===== src/rtl/mem_dump_reader.sv =====
// mem_dump_reader: walks PDP-8 memory from start_addr to end_addr (inclusive,
// wrapping modulo 2^ADDR_W) over the four-phase memory read handshake. Each
// (address, data) pair is streamed to the host over a valid/ready port.
//
// Ports:
//   clk, rst            clock; asynchronous active-high reset
//   start               pulse that begins a dump; ignored while busy
//   start_addr/end_addr inclusive range, sampled on an accepted start
//   busy/done/error     status: done pulses at completion, error on timeout
//   word_count          words delivered in the current or last dump
//   mem_*               memory-controller read initiator side
//   out_*               valid/ready output stream, out_last on the final word
//
// Build option: define SKIP_INVALID_EN to drop words whose mem_valid was 0.
// Those words are not presented and not counted.
module mem_dump_reader #(
    parameter int ADDR_W         = 12,
    parameter int DATA_W         = 12,
    parameter int TIMEOUT_CYCLES = 64
) (
    input  logic              clk,
    input  logic              rst,
    input  logic              start,
    input  logic [ADDR_W-1:0] start_addr,
    input  logic [ADDR_W-1:0] end_addr,
    output logic              busy,
    output logic              done,
    output logic              error,
    output logic [ADDR_W:0]   word_count,
    output logic              mem_read_enable,
    output logic [ADDR_W-1:0] mem_address,
    input  logic              mem_finished,
    input  logic [DATA_W-1:0] mem_read_data,
    input  logic              mem_valid,
    output logic              out_valid,
    input  logic              out_ready,
    output logic [ADDR_W-1:0] out_address,
    output logic [DATA_W-1:0] out_data,
    output logic              out_last
);

    localparam int TW = $clog2(TIMEOUT_CYCLES + 1);

    typedef enum logic [2:0] {IDLE, REQ, WAIT_ACK, RELEASE, SEND, FIN} state_t;

    state_t            state, state_nx;
    logic [ADDR_W-1:0] cur, end_r;
    logic [DATA_W-1:0] hold_data;
    logic [TW-1:0]     tmo;
    logic              error_r;
    logic [ADDR_W:0]   word_count_r;
    logic              at_end;
    logic              tmo_hit;

`ifdef SKIP_INVALID_EN
    logic hold_valid;
`else
    // Location-valid flag only matters when invalid words are skipped.
    logic unused_mem_valid;
    assign unused_mem_valid = mem_valid;
`endif

    assign at_end  = (cur == end_r);
    // The counter starts at 0 on the first WAIT_ACK cycle, so hitting
    // TIMEOUT_CYCLES-1 without an ack means TIMEOUT_CYCLES cycles waited.
    assign tmo_hit = (tmo == TW'(TIMEOUT_CYCLES - 1));

    always_comb begin
        state_nx = state;
        case (state)
            IDLE:     if (start) state_nx = REQ;
            REQ:      state_nx = WAIT_ACK;
            WAIT_ACK: begin
                if (mem_finished) state_nx = RELEASE;
                else if (tmo_hit) state_nx = FIN;
            end
            // Wait for the controller to drop its ack before any new request.
            RELEASE: begin
                if (!mem_finished) begin
`ifdef SKIP_INVALID_EN
                    if (!hold_valid) state_nx = at_end ? FIN : REQ;
                    else             state_nx = SEND;
`else
                    state_nx = SEND;
`endif
                end
            end
            SEND:     if (out_ready) state_nx = at_end ? FIN : REQ;
            FIN:      state_nx = IDLE;
            default:  state_nx = IDLE;
        endcase
    end

    always_ff @(posedge clk or posedge rst) begin
        if (rst) begin
            state        <= IDLE;
            cur          <= '0;
            end_r        <= '0;
            hold_data    <= '0;
            tmo          <= '0;
            error_r      <= 1'b0;
            word_count_r <= '0;
`ifdef SKIP_INVALID_EN
            hold_valid   <= 1'b0;
`endif
        end else begin
            state <= state_nx;
            case (state)
                IDLE: if (start) begin
                    cur          <= start_addr;
                    end_r        <= end_addr;
                    error_r      <= 1'b0;
                    word_count_r <= '0;
                end
                REQ: tmo <= '0;
                WAIT_ACK: begin
                    tmo <= tmo + TW'(1);
                    if (mem_finished) begin
                        hold_data  <= mem_read_data;
`ifdef SKIP_INVALID_EN
                        hold_valid <= mem_valid;
`endif
                    end else if (tmo_hit) begin
                        error_r <= 1'b1;
                    end
                end
`ifdef SKIP_INVALID_EN
                RELEASE: if (!mem_finished && !hold_valid && !at_end)
                    cur <= cur + ADDR_W'(1);
`endif
                SEND: if (out_ready) begin
                    word_count_r <= word_count_r + (ADDR_W+1)'(1);
                    if (!at_end) cur <= cur + ADDR_W'(1);
                end
                default: ;
            endcase
        end
    end

    // Outputs are decoded from state, so reset clears them immediately.
    assign busy            = (state != IDLE);
    assign done            = (state == FIN);
    assign error           = error_r;
    assign word_count      = word_count_r;
    assign mem_read_enable = (state == REQ) || (state == WAIT_ACK);
    assign mem_address     = mem_read_enable ? cur : '0;
    assign out_valid       = (state == SEND);
    assign out_address     = out_valid ? cur : '0;
    assign out_data        = out_valid ? hold_data : '0;
    assign out_last        = out_valid && at_end;

endmodule

===== config.mk =====
export PLATFORM = sky130hd
export DESIGN_NAME = mem_dump_reader
export DESIGN_NICKNAME = d
export VERILOG_FILES = /design/src/rtl/mem_dump_reader.sv
export SDC_FILE = /design/constraint.sdc
export NUM_CORES = 1
export LEC_CHECK = 0
export ABC_AREA = 1
export CORE_MARGIN = 4
export CORE_UTILIZATION = 40
export CTS_CLUSTER_DIAMETER = 150
export DETAILED_ROUTE_END_ITERATION = 12
export PLACE_DENSITY = 0.68
export SETUP_SLACK_MARGIN = 0.1
export SYNTH_ARGS = -nofsm -noshare
export SYNTH_HDL_FRONTEND = slang
export SYNTH_SLANG_ARGS = --single-unit

===== constraint.sdc =====
create_clock -name clk -period 2.95 [get_ports clk]
set_input_delay 0.59 -clock clk [delete_from_list [all_inputs] [get_ports clk]]
set_output_delay 0.59 -clock clk [all_outputs]
set_load 0.02 [all_outputs]

---- Yosys cells after proc, flatten, opt, wreduce, memory -nomap -nowiden ----
Index checks and enable logic that the tools add are counted.
operators by class
  add/sub/neg operators ................... 3
  equal/unequal tests ..................... 14
  multiplexer cells ....................... 22
  reduce and logical (&&, ||, !) cells .... 13
operators by type and width
  cell                     number
  $mux W12                 6
  $mux W13                 2
  $pmux W13 S2             1
  $pmux W12 S2             1
  $mux W3                  6
  $pmux W3 S5              1
  $pmux W7 S2              1
  $add A13 B1 Y13 const B  1
  $add A12 B1 Y12 const B  1
  $eq A12 B12 Y1           1
  $reduce_and A4 Y1        3
  $ne A2 B2 Y1 const B     5
  $add A7 B1 Y7 const B    1
  $eq A7 B6 Y1 const B     1
  $eq A3 B2 Y1 const B     2
  $eq A3 B3 Y1 const B     2
  $reduce_bool A2 Y1       3
  $reduce_and A2 Y1        2
  $eq A3 B1 Y1 const B     1
  $logic_not A3 Y1         1
  $mux W1                  3
  $ne A3 B3 Y1 const B     1
  $reduce_and A3 Y1        1
  $reduce_bool A3 Y1       1
  other kinds (4)          4
storage, ports and cells
  register bits after elaboration ......... 60
  input bits .............................. 42
  word-level logic and storage cells ...... 59

---- Logic depth before layout (Yosys ltp) ----
Gate-level depths: netlist of the first run.
  depth in word-level cells ............... 4
  depth in mapped cells ................... 11
  gate-level depth less buffers ........... 10

---- Worst setup path after synthesis of the first run ----
No wires, ideal clock.
  path kind ............................... register to output
  from .................................... reg state[0]
  to ...................................... out mem_address[10]
  arrival ................................. 1.614 ns
  slack ................................... 0.746 ns
  stages on the path, launching flop included .. 7
  path through ............................ dfrtp_1 -> nor3_4 -> inv_2 -> nand2_1 -> inv_2 -> buf_2 -> nor2_1
on the way
  cells in the longest elaborated chain, start to end .. 3
  elaborated cells on any way between the ends .. 4
  classes of those cells .................. eq/ne: 2; mux: 1; reduce/logical: 1
RTL lines
  what                                          RTL line  text
  from (decl)                                   46        state_t state, state_nx;
  from (signal assigned)                        107       state <= state_nx;
  $eq A3 B1 Y1 or $eq A3 B2 Y1 (tied branches)  145       assign mem_read_enable = (state == REQ) || (state == WAIT_ACK);
  $logic_or A1 B1 Y1 (*)                        145
  via mem_read_enable                           30        output logic mem_read_enable,
  $mux W12 (*)                                  146       assign mem_address = mem_read_enable ? cur : '0;
  to (decl)                                     31        output logic [ADDR_W-1:0] mem_address,
Mark *: on every way through the listed nets, which the timed path passes. The rest lies on a longest branch.

---- Worst setup path in the final report of the first run ----
  from .................................... reg state[2]
  to ...................................... out mem_address[11]
on the way
  cells in the longest elaborated chain, start to end .. 3
  elaborated cells on any way between the ends .. 4
  classes of those cells .................. eq/ne: 2; mux: 1; reduce/logical: 1
RTL lines
  what                                          RTL line
  $eq A3 B1 Y1 or $eq A3 B2 Y1 (tied branches)  145
  $logic_or A1 B1 Y1 (*)                        145
  $mux W12 (*)                                  146
Mark *: on every way between the ends. The rest lies on a longest branch, timed or not.

==> results of run 1 <==
==> area by class of cell <==
| type | instances | share of cell area |
|---|---|---|
| multi-input cells | 347 | 0.3492 |
| flip-flops and latches | 60 | 0.3104 |
| well taps | 108 | 0.02791 |
| repair buffers | 101 | 0.2150 |
| clock inverters | 3 | 0.008788 |
| clock buffers | 13 | 0.03696 |
| inverters | 66 | 0.05169 |
==> power by group through the flow <==
stage,registers [mW],clock network (mW),logic (mW)
after floorplan,1.32,0,1.34
after global placement,1.35,0,1.86
after detailed placement,1.37,0,1.89
after CTS,1.36,0.829,1.92
after global routing,1.40,0.865,2.13
final,1.36,0.811,1.89
==> registers in the layout, summed over array words and instances (netlist names) <==
register	cells
tmo	7
word_count	13
error	1
cur	12
state	3
end_r	12
hold_data	12
==> what timing repair did <==
item                                    CTS  global route
pin swaps                                 0             2
hold buffers                              0             0
endpoints found under the setup margin   13            15
endpoints found under the hold margin     0             0
resized for setup                         1            14
buffers inserted                          1             1
==> stage by stage <==
step / cells / total power [mW] / hold WS [ns] / area (µm²)
after detailed placement: 680 / 3.259 / 0.4939 / 4562
final: 698 / 4.069 / 0.5095 / 4841
after global placement: 680 / 3.211 / 0.4895 / 4562
after global routing: 698 / 4.399 / 0.5271 / 4841
after floorplan: 487 / 2.665 / 0.4637 / 3545
after CTS: 697 / 4.106 / 0.5113 / 4800
==> logic make-up after synthesis <==
| kind of cell | share of synthesized area |
|---|---|
| muxes | 0.006001 |
| adders and majority gates | 0.01059 |
| DFF | 0.4236 |
| buffers and inverters | 0.1020 |
| and+or+nand+nor | 0.3498 |
| xor gates and xnor gates | 0.002471 |
| AOI/OAI and AO/OA | 0.1055 |
==> cell usage in the layout, fill, tap and decap left out, types with 3 or more instances in the layout <==
cell	n
sky130_fd_sc_hd__nand2_1	114
sky130_fd_sc_hd__clkdlybuf4s50_1	82
sky130_fd_sc_hd__nor2_1	79
sky130_fd_sc_hd__inv_1	61
sky130_fd_sc_hd__dfrtp_1	59
sky130_fd_sc_hd__nand3_1	29
sky130_fd_sc_hd__a21oi_1	21
sky130_fd_sc_hd__o21ai_0	21
sky130_fd_sc_hd__nand2_2	13
sky130_fd_sc_hd__nor3_1	13
sky130_fd_sc_hd__clkbuf_8	13
sky130_fd_sc_hd__dlymetal6s2s_1	13
sky130_fd_sc_hd__nand4_1	12
sky130_fd_sc_hd__o21ai_1	8
sky130_fd_sc_hd__o21ai_2	8
sky130_fd_sc_hd__buf_4	5
sky130_fd_sc_hd__inv_2	4
sky130_fd_sc_hd__nor2_4	3
sky130_fd_sc_hd__ha_1	3
==> worst max-delay path, cell delays in order, from the launching register on <==
cell                              delay (ns)
sky130_fd_sc_hd__dfrtp_2                0.49
sky130_fd_sc_hd__inv_4                  0.12
sky130_fd_sc_hd__nand3_1                0.16
sky130_fd_sc_hd__nand2_1                0.19
sky130_fd_sc_hd__inv_2                  0.15
sky130_fd_sc_hd__nor2_1                 0.12
sky130_fd_sc_hd__clkdlybuf4s50_1        0.61
==> per-layer routing <==
metal | part of all wire | up-vias | track usage
met5 | 0 | - | 0
met4 | 0.014 | 0 | 0.06256
met3 | 0.062 | 11 | 0.03413
met2 | 0.48 | 93 | 0.3053
met1 | 0.45 | 1593 | 0.2506
li1 | - | 1748 | -
==> path summary, 6_finish.rpt <==
kind                          start              end  slack, ns
hold reg to reg            end_r[4]         end_r[4]       0.51
setup / recovery           state[2]  mem_address[11]       0.18
min in group asynchronous       rst     hold_data[6]       0.63
setup reg to reg           state[0]           cur[7]       0.81
hold / removal             end_r[4]         end_r[4]       0.51
max in group asynchronous       rst         end_r[7]       1.69
==> impl_metrics.ini, run 1 <==
[status]
run_status = complete, no violations

[setup_path]
timing.reg2reg.worst_path_depth = 9
startpoint_type = flip-flop
worstPathMaxFanout = 15
cp-end-kind = primary output
critical_path_required_ns = 2.36
critical_path_type = flip-flop to primary output
cp_data_arrival_time_ns = 2.18

[cts]
clock-sinks = 60
number_of_levels_in_the_clock_h_tree = 3
cts_max_path_buffers = 2
worst_skew_pair.late_latency_ns = 0.34
root_buffer = sky130_fd_sc_hd__clkbuf_8
clock_tree_from_tritoncts = built
clk_pin_slew_ns = 0.07
cts_inserted_buffers = 9

[drt]
finalWirelength_um = 9343
vias = 3445
drt_drc_violations_left = 0
detail-route-antenna-nets = 0
drt_pass1_iterations = 4
routedWlPerCell_um = 13.39
drtIter0Drc = 128
vias_per_cell = 4.936

[layout]
final_core_util = 0.5578
drive_gt1_frac = 0.1051
layout.filler_cells = 842
area_of_the_multi_input_gates_um2 = 1690
area_delta_synth_final_pct = 36.57
num-nets-final = 630
area_used_by_sequential_logic_in_the_layout_um2 = 1503
antenna_cells_inserted = 0

[sta]
final_period_minus_worst_setup_slack_ns = 2.770
max_slew.worst_pin.slew_ns = 0.7499
worst_slew_margin_rel = 0.4988
pins_over_slew_limit = 0
finalWorstSetupSlack_ns = 0.1799
rsz0062_at_grt = yes
final_hold_violation_count = 0
min_period_over_period = 0.9390
finalSetupViolCount = 0
timing.clock.skew_ns = 0.01108
achievable-frequency_mhz = 361.0
fin_tns_setup_ns = 0

[pwr]
sequentialPowerShare = 0.335
switching_portion_of_total_power = 0.4306
cellPowerDensity_nw_per_um2 = 840.5
peakVddDrop_mv = 0.4473
p_switching_mw = 1.752
total_leakage_power_nw = 2.471
internal_power_mw = 2.317
power_frac_clock = 0.199
combinationalPowerShare = 0.466

[global_route]
remaining_overflow_grt = 0
grt_pass1_vias = 3294
antenna_violations_before_repair = 0
grt_first_pass_wirelength_um = 15530
grtUsageTotal = 0.1868
grt_max_degree = 44

[placement]
place.detailed.hpwl_um = 6935
io_buffer_count = 95
place.gp.congestion = 0.8870
post-place-ws_ns = 0.3949

[synth]
synth_fp_nets = 532
synth.top_cells.by_area = sky130_fd_sc_hd__dfrtp_1 (42%), sky130_fd_sc_hd__nand2_1 (12%), sky130_fd_sc_hd__nor2_1 (8.4%)
synth_seq_cells = 60
synth_ff_type = sky130_fd_sc_hd__dfrtp_1
ys_warn_count = 0
postSynth.asyncResetShare = 1.000
post_synth_edffs = 0
yosysSeqAreaShare = 0.4236
postSynthCellCount = 487
synth_most_common_cell = sky130_fd_sc_hd__nand2_1
yosysTopAreaCell = sky130_fd_sc_hd__dfrtp_1
synth_cell_type_count = 37
yosys.area.top_type_share = 0.4236
ys_top_cells_by_count = sky130_fd_sc_hd__nand2_1 (114), sky130_fd_sc_hd__nor2_1 (79), sky130_fd_sc_hd__inv_1 (62), sky130_fd_sc_hd__dfrtp_1 (60), sky130_fd_sc_hd__nand3_1 (29)
syn-mean-instance-area_um2 = 7.279
synthesis.area_um2 = 3545

[run]
maxCapViolCount = 0

[die]
effective_utilization_at_floorplan = 0.4084
dieArea_um2 = 10430
die-width_um = 102.1
die_height_um = 102.1
rows = 34
design.portCount = 97
core-area_um2 = 8678

[hold_path]
min_path_type = flip-flop to flip-flop
worstHoldPathCells = 2
No activity file was read; power rests on OpenSTA's default activity.
==> inputs of run 2 (changes only) <==
CAP_MARGIN = 20   (was unset)
MAX_ROUTING_LAYER = met4   (was unset)
clock period = 2.78 ns   (was 2.95 ns; I/O delays follow)
==> run 2 against run 1 <==
Effect of this change: flip-flop and latch count is the same; register-to-register slack lost 0.12 ns; worst hold slack lost 0.0056 ns; clock power shrank 0.7%; sequential share of layout area grew 0.36 points; total power grew 2.7%; die area is the same.
==> impl_metrics.ini, run 2 (same netlist as run 1, synthesis figures left out) <==
[status]
run_status = complete, no violations

[layout]
antenna_cells_inserted = 0
layout.cells.most_common = sky130_fd_sc_hd__nand2_1
area_delta_synth_final_pct = 34.91
layout.filler_cells = 867
final_core_util = 0.5510
flip_flop_count_of_the_largest_register_all_copies_and_words_added = 13
drive_gt1_frac = 0.1047
area_of_the_multi_input_gates_um2 = 1682
area_used_by_sequential_logic_in_the_layout_um2 = 1501
layout_common_cells = sky130_fd_sc_hd__nand2_1 (114), sky130_fd_sc_hd__nor2_1 (79), sky130_fd_sc_hd__inv_1 (61), sky130_fd_sc_hd__clkdlybuf4s50_1 (61), sky130_fd_sc_hd__dfrtp_1 (60)
num-nets-final = 632
stdcell_count = 700

[die]
dieArea_um2 = 10430
design.portCount = 97
die-width_um = 102.1
effective_utilization_at_floorplan = 0.4084
die_height_um = 102.1
core-area_um2 = 8678
rows = 34

[global_route]
grtUsageTotal = 0.1885
grt_pass1_vias = 3344
grt_first_pass_wirelength_um = 15300
remaining_overflow_grt = 0
grt_max_degree = 61
antenna_violations_before_repair = 0

[setup_path]
cp_top_delay_family = buffers and inverters
worstPathMaxFanout = 14
crit_slowest_cell = sky130_fd_sc_hd__clkdlybuf4s50_1
ff2ff_setup_slack_ns = 0.69
crit_start = state[0]
regToRegStartpoint = state[0]
number_of_cells_on_the_critical_path = 4
max_stage_delay_ns = 0.63
critical_path_type = flip-flop to primary output
cp-end-kind = primary output
critical_path.cell_chain = nor2_4 -> nand2_4 -> nor2_1 -> clkdlybuf4s50_1
critical_path_required_ns = 2.22
cp_data_arrival_time_ns = 2.01
timing.reg2reg.worst_path_depth = 9
critical_path.n_buffers_inverters = 1
startpoint_type = flip-flop

[drt]
drtIter0Drc = 129
drt_pass1_iterations = 4
vias_per_cell = 4.946
finalWirelength_um = 9251
vias = 3462
drt_drc_violations_left = 0
routedWlPerCell_um = 13.22
detail-route-antenna-nets = 0

[cts]
cts_inserted_buffers = 9
number_of_levels_in_the_clock_h_tree = 3
postCtsHoldBufs = 0
cts_max_path_buffers = 2
clock-sinks = 60
worst_skew_pair.late_latency_ns = 0.33
clk_pin_slew_ns = 0.07
clock_tree_from_tritoncts = built
root_buffer = sky130_fd_sc_hd__clkbuf_8

[hold_path]
min_path_type = flip-flop to flip-flop
worstHoldPathCells = 2
worstHoldStart = end_r[1]

[pwr]
cellPowerDensity_nw_per_um2 = 874.1
peakVddDrop_mv = 0.4960
total_leakage_power_nw = 2.519

[sta]
finalSetupViolCount = 0
achievable-frequency_mhz = 389.8
timing.clock.skew_ns = 0.01109
fin_tns_setup_ns = 0
rsz0062_at_grt = no
max_slew.worst_pin.slew_ns = 0.7461
final_hold_violation_count = 0
worst_slew_margin_rel = 0.5014
min_period_over_period = 0.9228
pins_over_slew_limit = 0
final_period_minus_worst_setup_slack_ns = 2.565

[placement]
place.gp.congestion = 0.9009
io_buffer_count = 95
numPlacedInstances = 684
place.detailed.hpwl_um = 6926

[run]
maxCapViolCount = 0
run 2: changes by cell type in the layout (fill, tap and decap cells not counted), sizes merged:
cell           delta
buf               +2
clkbuf            -1
clkdlybuf4s50    -21
clkinv            +1
dlygate4sd2      +26
dlymetal6s2s      -5
run 2: per-layer routing:
| metal | vias up | global-route usage | wire [µm] |
|---|---|---|---|
| li1 | 1755 | - | - |
| met1 | 1602 | 0.2471 | 4223 |
| met2 | 95 | 0.3008 | 4298 |
| met3 | 10 | 0.03481 | 621 |
| met4 | 0 | 0.05146 | 107 |
| met5 | - | - | 0 |
run 2: worst paths after layout:
path | to
worst max-delay path | out_address[10]
worst min-delay path | end_r[1]
worst max register to register | cur[5]
worst min register to register | end_r[1]
max in group asynchronous | cur[10]
min in group asynchronous | hold_data[2]
run 2: what timing repair did:
item | CTS | global route
buffers inserted | 0 | 0
gates resized for setup | 26 | 8
endpoints found under the setup margin | 26 | 8
run 2: cell type report:
type	count	share of cell area
Timing Repair Buffer	103	0.2114
Sequential cell	60	0.3140
Clock inverter	4	0.009942
Multi-Input combinational cell	347	0.3516
Inverter	66	0.05233
Clock buffer	12	0.03244
Tap cell	108	0.02826
run 2: worst min-delay path, delay by kind of cell, from the launching register on:
family	cells	cell delay (ns)
DFF	1	0.36
and+or+nand+nor	2	0.11
run 2: where the power goes:
| part | total, mW | switching [mW] | internal (mW) |
|---|---|---|---|
| clock | 0.805 | 0.345 | 0.460 |
| combinational | 1.94 | 1.23 | 0.713 |
| sequential | 1.44 | 0.265 | 1.17 |
| total | 4.18 | 1.83 | 2.35 |
run 2: metrics by stage:
stage | power (mW) | hold WS, ns | instance area [µm²] | setup WS [ns]
detailed placement | 3.477 | 0.4886 | 4592 | 0.3475
finish | 4.180 | 0.5039 | 4782 | 0.2146
global placement | 3.426 | 0.4915 | 4592 | 0.3761
global route | 4.539 | 0.5433 | 4782 | 0.1269
floorplan | 2.828 | 0.4637 | 3545 | 0.6105
CTS | 4.225 | 0.5065 | 4762 | 0.1003
==> inputs of run 3 (changes only) <==
GPL_TIMING_DRIVEN = 1   (was unset)
==> results of run 3 <==
The final DEF is identical to that of run 2; final timing and power are the same.
